==> config.mk <==
export PLATFORM = sky130hd
export DESIGN_NAME = sysid_check_master
export DESIGN_NICKNAME = d
export VERILOG_FILES = /design/src/rtl/sysid_pkg.sv /design/src/rtl/avalon_read_timer.sv /design/src/rtl/sysid_check_master.sv
export SDC_FILE = /design/constraint.sdc
export NUM_CORES = 1
export LEC_CHECK = 0
export ABC_CLOCK_PERIOD_IN_PS = 2500
export BUFFER_PORTS_ARGS = -buffer_cell sky130_fd_sc_hd__buf_2
export CAP_MARGIN = 20
export CORE_MARGIN = 3
export CORE_UTILIZATION = 56
export DETAILED_ROUTE_END_ITERATION = 10
export PLACE_DENSITY = 0.84
export SYNTH_ARGS = -nofsm -noshare
export SYNTH_HDL_FRONTEND = slang
export SYNTH_SLANG_ARGS = --single-unit
==> constraint.sdc <==
create_clock -name clock -period 2.5 [get_ports clock]
set_input_delay 0 -clock clock [delete_from_list [all_inputs] [get_ports clock]]
set_output_delay 0 -clock clock [all_outputs]
set_load 0.005 [all_outputs]
==> src/rtl/sysid_pkg.sv <==
// Shared types and constants for the system-ID check master and its hold-off timer.
package sysid_pkg;

    localparam int unsigned DATA_W = 32;
    localparam int unsigned WAIT_W = 16;

    localparam logic SYSID_ADDR_ID = 1'b0;
    localparam logic SYSID_ADDR_TS = 1'b1;

    typedef enum logic [2:0] {
        IDLE   = 3'd0,
        RD_ID  = 3'd1,
        RD_TS  = 3'd2,
        EVAL   = 3'd3,
        FINISH = 3'd4
    } state_t;

    // Sticky result flags reported to the boot/debug logic.
    typedef struct packed {
        logic done;
        logic pass;
        logic id_ok;
        logic ts_ok;
        logic timeout;
    } status_t;

endpackage

==> src/rtl/avalon_read_timer.sv <==
// Saturating waitrequest hold-off counter; flags expiry on the cycle the limit is reached.
module avalon_read_timer
    import sysid_pkg::*;
#(
    parameter int unsigned LIMIT = 255
) (
    input  logic clk,
    input  logic rst_n,
    input  logic i_clear,
    input  logic i_hold,
    output logic o_expire_c
);

    localparam logic [WAIT_W-1:0] CNT_MAX  = '1;
    localparam logic [WAIT_W-1:0] LIMIT_M1 = WAIT_W'(LIMIT - 1);

    logic [WAIT_W-1:0] r_count;

    always_ff @(posedge clk or negedge rst_n) begin
        if (!rst_n) begin
            r_count <= '0;
        end else if (i_clear) begin
            r_count <= '0;
        end else if (i_hold && (r_count != CNT_MAX)) begin
            r_count <= r_count + WAIT_W'(1);
        end
    end

    // Current held cycle is the LIMIT-th one in a row.
    assign o_expire_c = i_hold && (r_count >= LIMIT_M1);

endmodule

==> src/rtl/sysid_check_master.sv <==
// Avalon-MM read-only master: reads sysid ID and timestamp, compares them with
// build-time values and reports sticky pass/fail/timeout status.
module sysid_check_master
    import sysid_pkg::*;
#(
    parameter logic [DATA_W-1:0] EXPECTED_ID        = 32'd0,
    parameter logic [DATA_W-1:0] EXPECTED_TIMESTAMP = 32'd1360941996,
    parameter int unsigned       TIMEOUT_CYCLES     = 255,
    parameter bit                AUTO_START         = 1'b1
) (
    input  logic              clock,
    input  logic              reset_n,
    input  logic              start,
    output logic              address,
    output logic              read,
    input  logic              waitrequest,
    input  logic [DATA_W-1:0] readdata,
    output logic              busy,
    output logic              done,
    output logic              pass,
    output logic              id_ok,
    output logic              ts_ok,
    output logic              timeout,
    output logic [DATA_W-1:0] captured_id,
    output logic [DATA_W-1:0] captured_ts
);

    state_t            r_state, w_next;
    status_t           r_stat, w_stat;
    logic              r_auto, w_auto;
    logic              r_busy, w_busy;
    logic              r_read, w_read;
    logic              r_addr, w_addr;
    logic [DATA_W-1:0] r_cap_id, w_cap_id;
    logic [DATA_W-1:0] r_cap_ts, w_cap_ts;

    logic w_xfer;
    logic w_hold;
    logic w_clear;
    logic w_expire;

    assign w_xfer  = r_read && !waitrequest;
    assign w_hold  = r_read && waitrequest;
    assign w_clear = w_xfer || (w_next != r_state);

    avalon_read_timer #(
        .LIMIT (TIMEOUT_CYCLES)
    ) u_timer (
        .clk        (clock),
        .rst_n      (reset_n),
        .i_clear    (w_clear),
        .i_hold     (w_hold),
        .o_expire_c (w_expire)
    );

    // Next state plus next value of every registered output.
    always_comb begin
        w_next   = r_state;
        w_stat   = r_stat;
        w_auto   = r_auto;
        w_busy   = r_busy;
        w_cap_id = r_cap_id;
        w_cap_ts = r_cap_ts;

        case (r_state)
            IDLE: begin
                if (start || r_auto) begin
                    w_next = RD_ID;
                    w_auto = 1'b0;
                    w_stat = '0;
                    w_busy = 1'b1;
                end
            end
            RD_ID: begin
                if (w_xfer) begin
                    w_cap_id = readdata;
                    w_next   = RD_TS;
                end else if (w_expire) begin
                    w_next         = FINISH;
                    w_stat.timeout = 1'b1;
                    w_stat.pass    = 1'b0;
                    w_stat.id_ok   = 1'b0;
                    w_stat.ts_ok   = 1'b0;
                end
            end
            RD_TS: begin
                if (w_xfer) begin
                    w_cap_ts = readdata;
                    w_next   = EVAL;
                end else if (w_expire) begin
                    w_next         = FINISH;
                    w_stat.timeout = 1'b1;
                    w_stat.pass    = 1'b0;
                    w_stat.id_ok   = 1'b0;
                    w_stat.ts_ok   = 1'b0;
                end
            end
            EVAL: begin
                w_stat.id_ok = (r_cap_id == EXPECTED_ID);
                w_stat.ts_ok = (r_cap_ts == EXPECTED_TIMESTAMP);
                w_stat.pass  = (r_cap_id == EXPECTED_ID) && (r_cap_ts == EXPECTED_TIMESTAMP);
                w_next       = FINISH;
            end
            FINISH: begin
                w_stat.done = 1'b1;
                w_busy      = 1'b0;
                w_next      = IDLE;
            end
            default: begin
                w_next = IDLE;
            end
        endcase

        // Bus strobes follow the state being entered, so they only move on transitions.
        w_read = (w_next == RD_ID) || (w_next == RD_TS);
        w_addr = (w_next == RD_TS) ? SYSID_ADDR_TS : SYSID_ADDR_ID;
    end

    always_ff @(posedge clock or negedge reset_n) begin
        if (!reset_n) begin
            r_state  <= IDLE;
            r_stat   <= '0;
            r_auto   <= AUTO_START;
            r_busy   <= 1'b0;
            r_read   <= 1'b0;
            r_addr   <= SYSID_ADDR_ID;
            r_cap_id <= '0;
            r_cap_ts <= '0;
        end else begin
            r_state  <= w_next;
            r_stat   <= w_stat;
            r_auto   <= w_auto;
            r_busy   <= w_busy;
            r_read   <= w_read;
            r_addr   <= w_addr;
            r_cap_id <= w_cap_id;
            r_cap_ts <= w_cap_ts;
        end
    end

    assign address     = r_addr;
    assign read        = r_read;
    assign busy        = r_busy;
    assign done        = r_stat.done;
    assign pass        = r_stat.pass;
    assign id_ok       = r_stat.id_ok;
    assign ts_ok       = r_stat.ts_ok;
    assign timeout     = r_stat.timeout;
    assign captured_id = r_cap_id;
    assign captured_ts = r_cap_ts;

endmodule

# Word-level counts from Yosys, hierarchy flattened
# Index checks and enable logic that the tools add are counted.
# W data, S select, Z words.
word_totals:
  reg_bits: 92
  latchBits: 0
  ram_bits: 0
  rom_bits: 0
  inputBits: 36
  output_inout_bits: 72
  elab_cells: 65
  n_memories: 0
classes:
  addsub: 1
  mul: 0
  div_mod_pow: 0
  n_lt_le_gt_ge: 1
  eq_ne: 12
  n_shift: 0
  n_mux: 16
  bitwise_logic: 0
  reduce_logical: 22
ops:
  columns: ["operator", "count"]
  rows:
  - ["$eq A32 B31 Y1 const B", 1]
  - ["$logic_not A32 Y1", 1]
  - ["$mux W16", 2]
  - ["$add A16 B1 Y16 const B", 1]
  - ["$ge A16 B8 Y1 const B", 1]
  - ["$ne A16 B16 Y1 const B", 1]
  - ["$mux W3", 4]
  - ["$pmux W3 S4", 1]
  - ["$eq A3 B2 Y1 const B", 3]
  - ["$pmux W3 S3", 1]
  - ["$mux W4", 2]
  - ["$reduce_and A2 Y1", 4]
  - ["$reduce_and A4 Y1", 2]
  - ["$eq A3 B1 Y1 const B", 2]
  - ["$pmux W1 S2", 3]
  - ["$reduce_bool A2 Y1", 3]
  - ["$logic_and A1 B1 Y1", 5]
  - ["$mux W5", 1]
  - ["$ne A2 B2 Y1 const B", 2]
  - ["$eq A3 B3 Y1 const B", 1]
  - ["$logic_not A3 Y1", 1]
  - ["$logic_or A1 B1 Y1", 3]
  - ["$ne A3 B3 Y1", 1]
  - ["$reduce_bool A3 Y1", 1]
  - ["4 further kinds", 5]

# Logic depth before layout (Yosys ltp)
logic_depth:
  depth_word: 8
  depth_mapped: 8
  mapped_depth_nobuf: 7

# Cells and area by module
# A second synthesis with hierarchy kept.
unflattened:
  cells_unflattened: 317
  hier_area_um2: 4107.7
modules_own_cells:
  columns: ["module", "n_inst", "cells_each", "area_per_inst_um2", "seq_area_each_um2"]
  rows:
  - ["sysid_check_master", 1, 216, 3153.0, 1903.1]
  - ["avalon_read_timer", 1, 101, 954.7, 400.4]

# Worst setup path before layout
# OpenSTA, ideal clock, no wires.
synth_timing:
  kind: "register -> register"
  start: "register u_timer.r_count[0]"
  end: "register u_timer.r_count[0]"
  setup_time_ps: 119
  arrival_ps: 1356
  required_time_ps: 2381
  path_slack_ps: 1025
  path_stages_with_launch: 9
  path_buffers: 1
  period_less_slack_ps: 1475
  path_cell_list: "dfrtp_1 > inv_1 > ha_1 > nor2_1 > nor3_2 > o221ai_1 > nand2_2 > buf_6 > nor2_1"
synth_between:
  elab_chain_cells: 8
  elab_cells_between_ends: 14
  classes_between: "add/sub: 1; order compare: 1; eq/ne: 2; mux: 6; reduce/logical: 4"
synth_rtl:
  columns: ["element", "line", "text"]
  rows:
  - ["from (decl)", "avalon_read_timer.sv:17", "logic [WAIT_W-1:0] r_count;"]
  - ["from (signal assigned)", "avalon_read_timer.sv:25", "r_count <= r_count + WAIT_W'(1);"]
  - ["$ge A16 B8 Y1", "avalon_read_timer.sv:30", "assign o_expire_c = i_hold && (r_count >= LIMIT_M1);"]
  - ["$logic_and A1 B1 Y1", "avalon_read_timer.sv:30", null]
  - ["$mux W3", "sysid_check_master.sv:78, sysid_check_master.sv:90", null]
  - ["$mux W3, on equally long branches", "sysid_check_master.sv:87, sysid_check_master.sv:75", null]
  - ["$pmux W3 S4", "sysid_check_master.sv:65", "case (r_state)"]
  - ["$ne A3 B3 Y1", "sysid_check_master.sv:44", "assign w_clear = w_xfer || (w_next != r_state);"]
  - ["$logic_or A1 B1 Y1", "sysid_check_master.sv:44", null]
  - ["$mux W16 or $reduce_bool A2 Y1 (tied branches)", null, null]
# Several ways; a longest one is shown, not always the timed one. The select of a mux whose other input is x is not followed.
# A chain may end at the register's enable or synchronous reset.

# Worst setup path in the final report
layout_timing:
  start: "register r_state[2]"
  end: "register r_cap_id[17], in the netlist captured_id[17]"
layout_between:
  elab_chain_cells: 2
layout_rtl:
  columns: ["element", "line", "text"]
  rows:
  - ["from (decl)", "sysid_check_master.sv:28", "state_t r_state, w_next;"]
  - ["from (signal assigned)", "sysid_check_master.sv:130", "r_state <= w_next;"]
  - ["$eq A3 B1 Y1", "sysid_check_master.sv:65", null]
  - ["$reduce_and A2 Y1 (no line)", null, null]
  - ["to (signal assigned)", "sysid_check_master.sv:136", "r_cap_id <= w_cap_id;"]
  - ["to (decl)", "sysid_check_master.sv:34", "logic [DATA_W-1:0] r_cap_id, w_cap_id;"]
# No other way between the ends.

==> metrics.txt <==
Hold Crit Depth=3; area leader, netlist=dfrtp_1; worst hold path class=input port to flop; Pre-antenna DRT Iters=6; Max Cap Violations=0; routed wire length per instance=17.94 microns; total grt overflow=0; Resized cells post-CTS=0; clock tree from TritonCTS=done; Slew HR=0.4705; most frequent cell after synthesis=dfrtp_1; Tcrit/Tclk final=0.7805; final instance area=0.005211 sq mm; Post-synth EDFFs=0; cells on worst reg2reg path=3; Final WS setup=0.5486 ns; Mapped Nets=353; critical path type=flop to flop; Post-synth ARST share=1.000; Cell Area, Synth=0.004036 sq mm; Antenna diodes=0; antenna viol nets, final=0; clock sinks=92; r2r setup slk=0.55 ns; clk root buf=clkbuf_8; dpl ws=0.5656 ns; row count=30; fin cells=560; All-Layer GR Usage=0.2557; Worst Max-Slew Pin Slew=0.7915 ns; Total Wirelength=10040 microns; area share of the largest cell type after synthesis=0.5642; Ports=108; Primary FF master, synth=dfrtp_1; cell count after synthesis=315; Fin Clk Skew=0.007056 ns; CP Capture Type=flop; initial antenna violation count=0; Final Util=0.7545; CP max FO=32; layout cells sized above 1=0.4332; vias in the first global route=3299; synth warn=0; minimum clock period=1.951 ns; fin. max-slew vios=0; post-synthesis sequential area ratio=0.5707; drt drc=0; setup tns final=0 ns; Critical Path RT=2.74 ns; clock slew at reported path FFs=0.09 ns; Worst Hold Path EP=read; via/cell ratio=5.655; placed cells=511; Max clock buf depth=2; Synth area leaders=dfrtp_1 (56%), mux2_2 (17%), nor2_1 (2.5%); maximum vdd drop=0.6756 mV; Die X=90.90 microns; PD cells=1059 mW/mm^2; clock latency on the worst-skew pair=0.35 ns; dpl hpwl=6675 microns; Setup Viol. Count Final=0; post-synthesis register bit count=92; fmax=512.5 MHz; Chip Height=90.90 microns; post-synth cell types=51; R2R Path Start=r_state[2]; min-delay src=start; via count=3167; largest net degree at the start of global routing=49; DIE AREA=0.008263 sq mm; dpl cell area=0.004659 sq mm; Num CTS Buffers=9; worst flop-to-flop path endpoint=captured_id[17]; first-pass GRT wire length=16590 microns; status=complete, no violations; count of port buffers added during placement=107; Nets=498; gpl congestion=0.8339; Syn-to-layout area delta=29.11%; Avg Cell Area, Syn=12.81 sq um; H-Tree Level Count=3; top cells by instance count after synthesis=dfrtp_1 (91), mux2_2 (61), nor2_1 (27); RSZ-0062 raised after global routing=false; leakage=2.469 nW; Arr. time, crit path=2.19 ns; DRT iter0 DRCs=174; Starting Density=0.5844; Final Hold Viols=0; core area=0.006907 sq mm; crit start category=flop
==> cell usage in the layout (no fill, tap or decap), types with 2 or more instances in the layout <==
cell	netlist	routed
inv_6	0	2
and4_1	2	2
bufinv_16	0	2
ha_1	2	2
inv_1	5	5
nor2_1	27	27
nand3_4	2	2
dfrtp_1	91	91
nor4b_1	2	2
a21oi_1	6	6
buf_4	1	4
nand2_2	2	2
o221ai_1	2	2
nor4bb_1	3	3
clkinv_2	0	2
nand4_1	9	9
mux2_1	3	3
nand3_1	9	9
and3_1	5	5
xor2_1	6	6
clkbuf_8	0	9
nand2_1	12	12
mux2_2	61	61
buf_2	7	106
dlygate4sd3_1	0	34
nor4_1	13	13
xnor2_1	6	6
o21ai_0	5	5
nor3_1	7	7
==> critical path, cell delays in order, from the launching register on <==
cell     delay (ns)
dfrtp_1        0.63
nor2_1         0.16
nand2_2        0.61
mux2_2         0.42
==> where the power goes <==
part / switching (mW) / leakage [nW] / total (mW) / internal (mW)
Sequential: 0.506 / 1.16 / 2.56 / 2.05
Combinational: 0.858 / 1.20 / 1.88 / 1.02
Clock: 0.518 / 0.110 / 1.08 / 0.562
==> state kept, by name (all words and copies together) (netlist names) <==
signal           cells
captured_id         32
r_auto               1
u_timer.r_count     16
read                 1
id_ok                1
address              1
captured_ts         32
done                 1
pass                 1
timeout              1
ts_ok                1
r_state              3
busy                 1
==> per-stage QoR <==
step	hold WS [ns]	power, mW
after global routing	0.1230	5.843
after CTS	0.06256	5.481
after detailed placement	0.04648	4.360
after global placement	0.04124	4.253
after floorplan	-0.2956	3.502
final	0.09684	5.518
==> area by class of cell <==
type                            instances  area (sq um)
Sequential cell                        92          2303
Fill cell                             454          1695
Multi-Input combinational cell        208          1657
Clock inverter                          6         87.58
Inverter                                5         18.77
Timing Repair Buffer                  144         900.9
Clock buffer                            9         123.9
Tap cell                               96         120.1
==> kinds of logic (layout without fill, tap and decap cells) <==
logic type | Yosys count | in the layout | share of synthesized area
buffers and inverters | 15 | 164 | 0.01891
and+or+nand+nor | 104 | 104 | 0.1544
DFF | 92 | 92 | 0.5707
adders and majority gates | 3 | 3 | 0.008988
muxes | 64 | 64 | 0.1785
xor gates and xnor gates | 12 | 12 | 0.02604
AOI/OAI and AO/OA | 25 | 25 | 0.04247
==> metal layers <==
layer,track usage,up-vias,part of all wire
met5,0,-,0
met4,0.1005,0,0.021
met3,0.07000,18,0.069
met2,0.4206,120,0.50
met1,0.3223,1582,0.41
li1,-,1447,-
==> timing repair <==
item / CTS / global route
buffers inserted: 0 / 0
hold buffers: 34 / 0
hold endpoints to repair: 110 / 0
endpoints found under the setup margin: 0 / 0
==> worst max-delay path by stage <==
stage                                     to          startpoint  slack (ns)  cells after the start
after floorplan           u_timer.r_count[0]  u_timer.r_count[0]        1.02                      8
after global placement        captured_id[2]          r_state[2]        0.67                      3
after global routing          captured_id[3]          r_state[2]        0.39                      3
after CTS                    captured_id[22]          r_state[2]        0.56                      3
final                        captured_id[17]          r_state[2]        0.55                      3
after detailed placement      captured_id[9]          r_state[2]        0.57                      3
No activity file was read; power rests on OpenSTA's default activity.
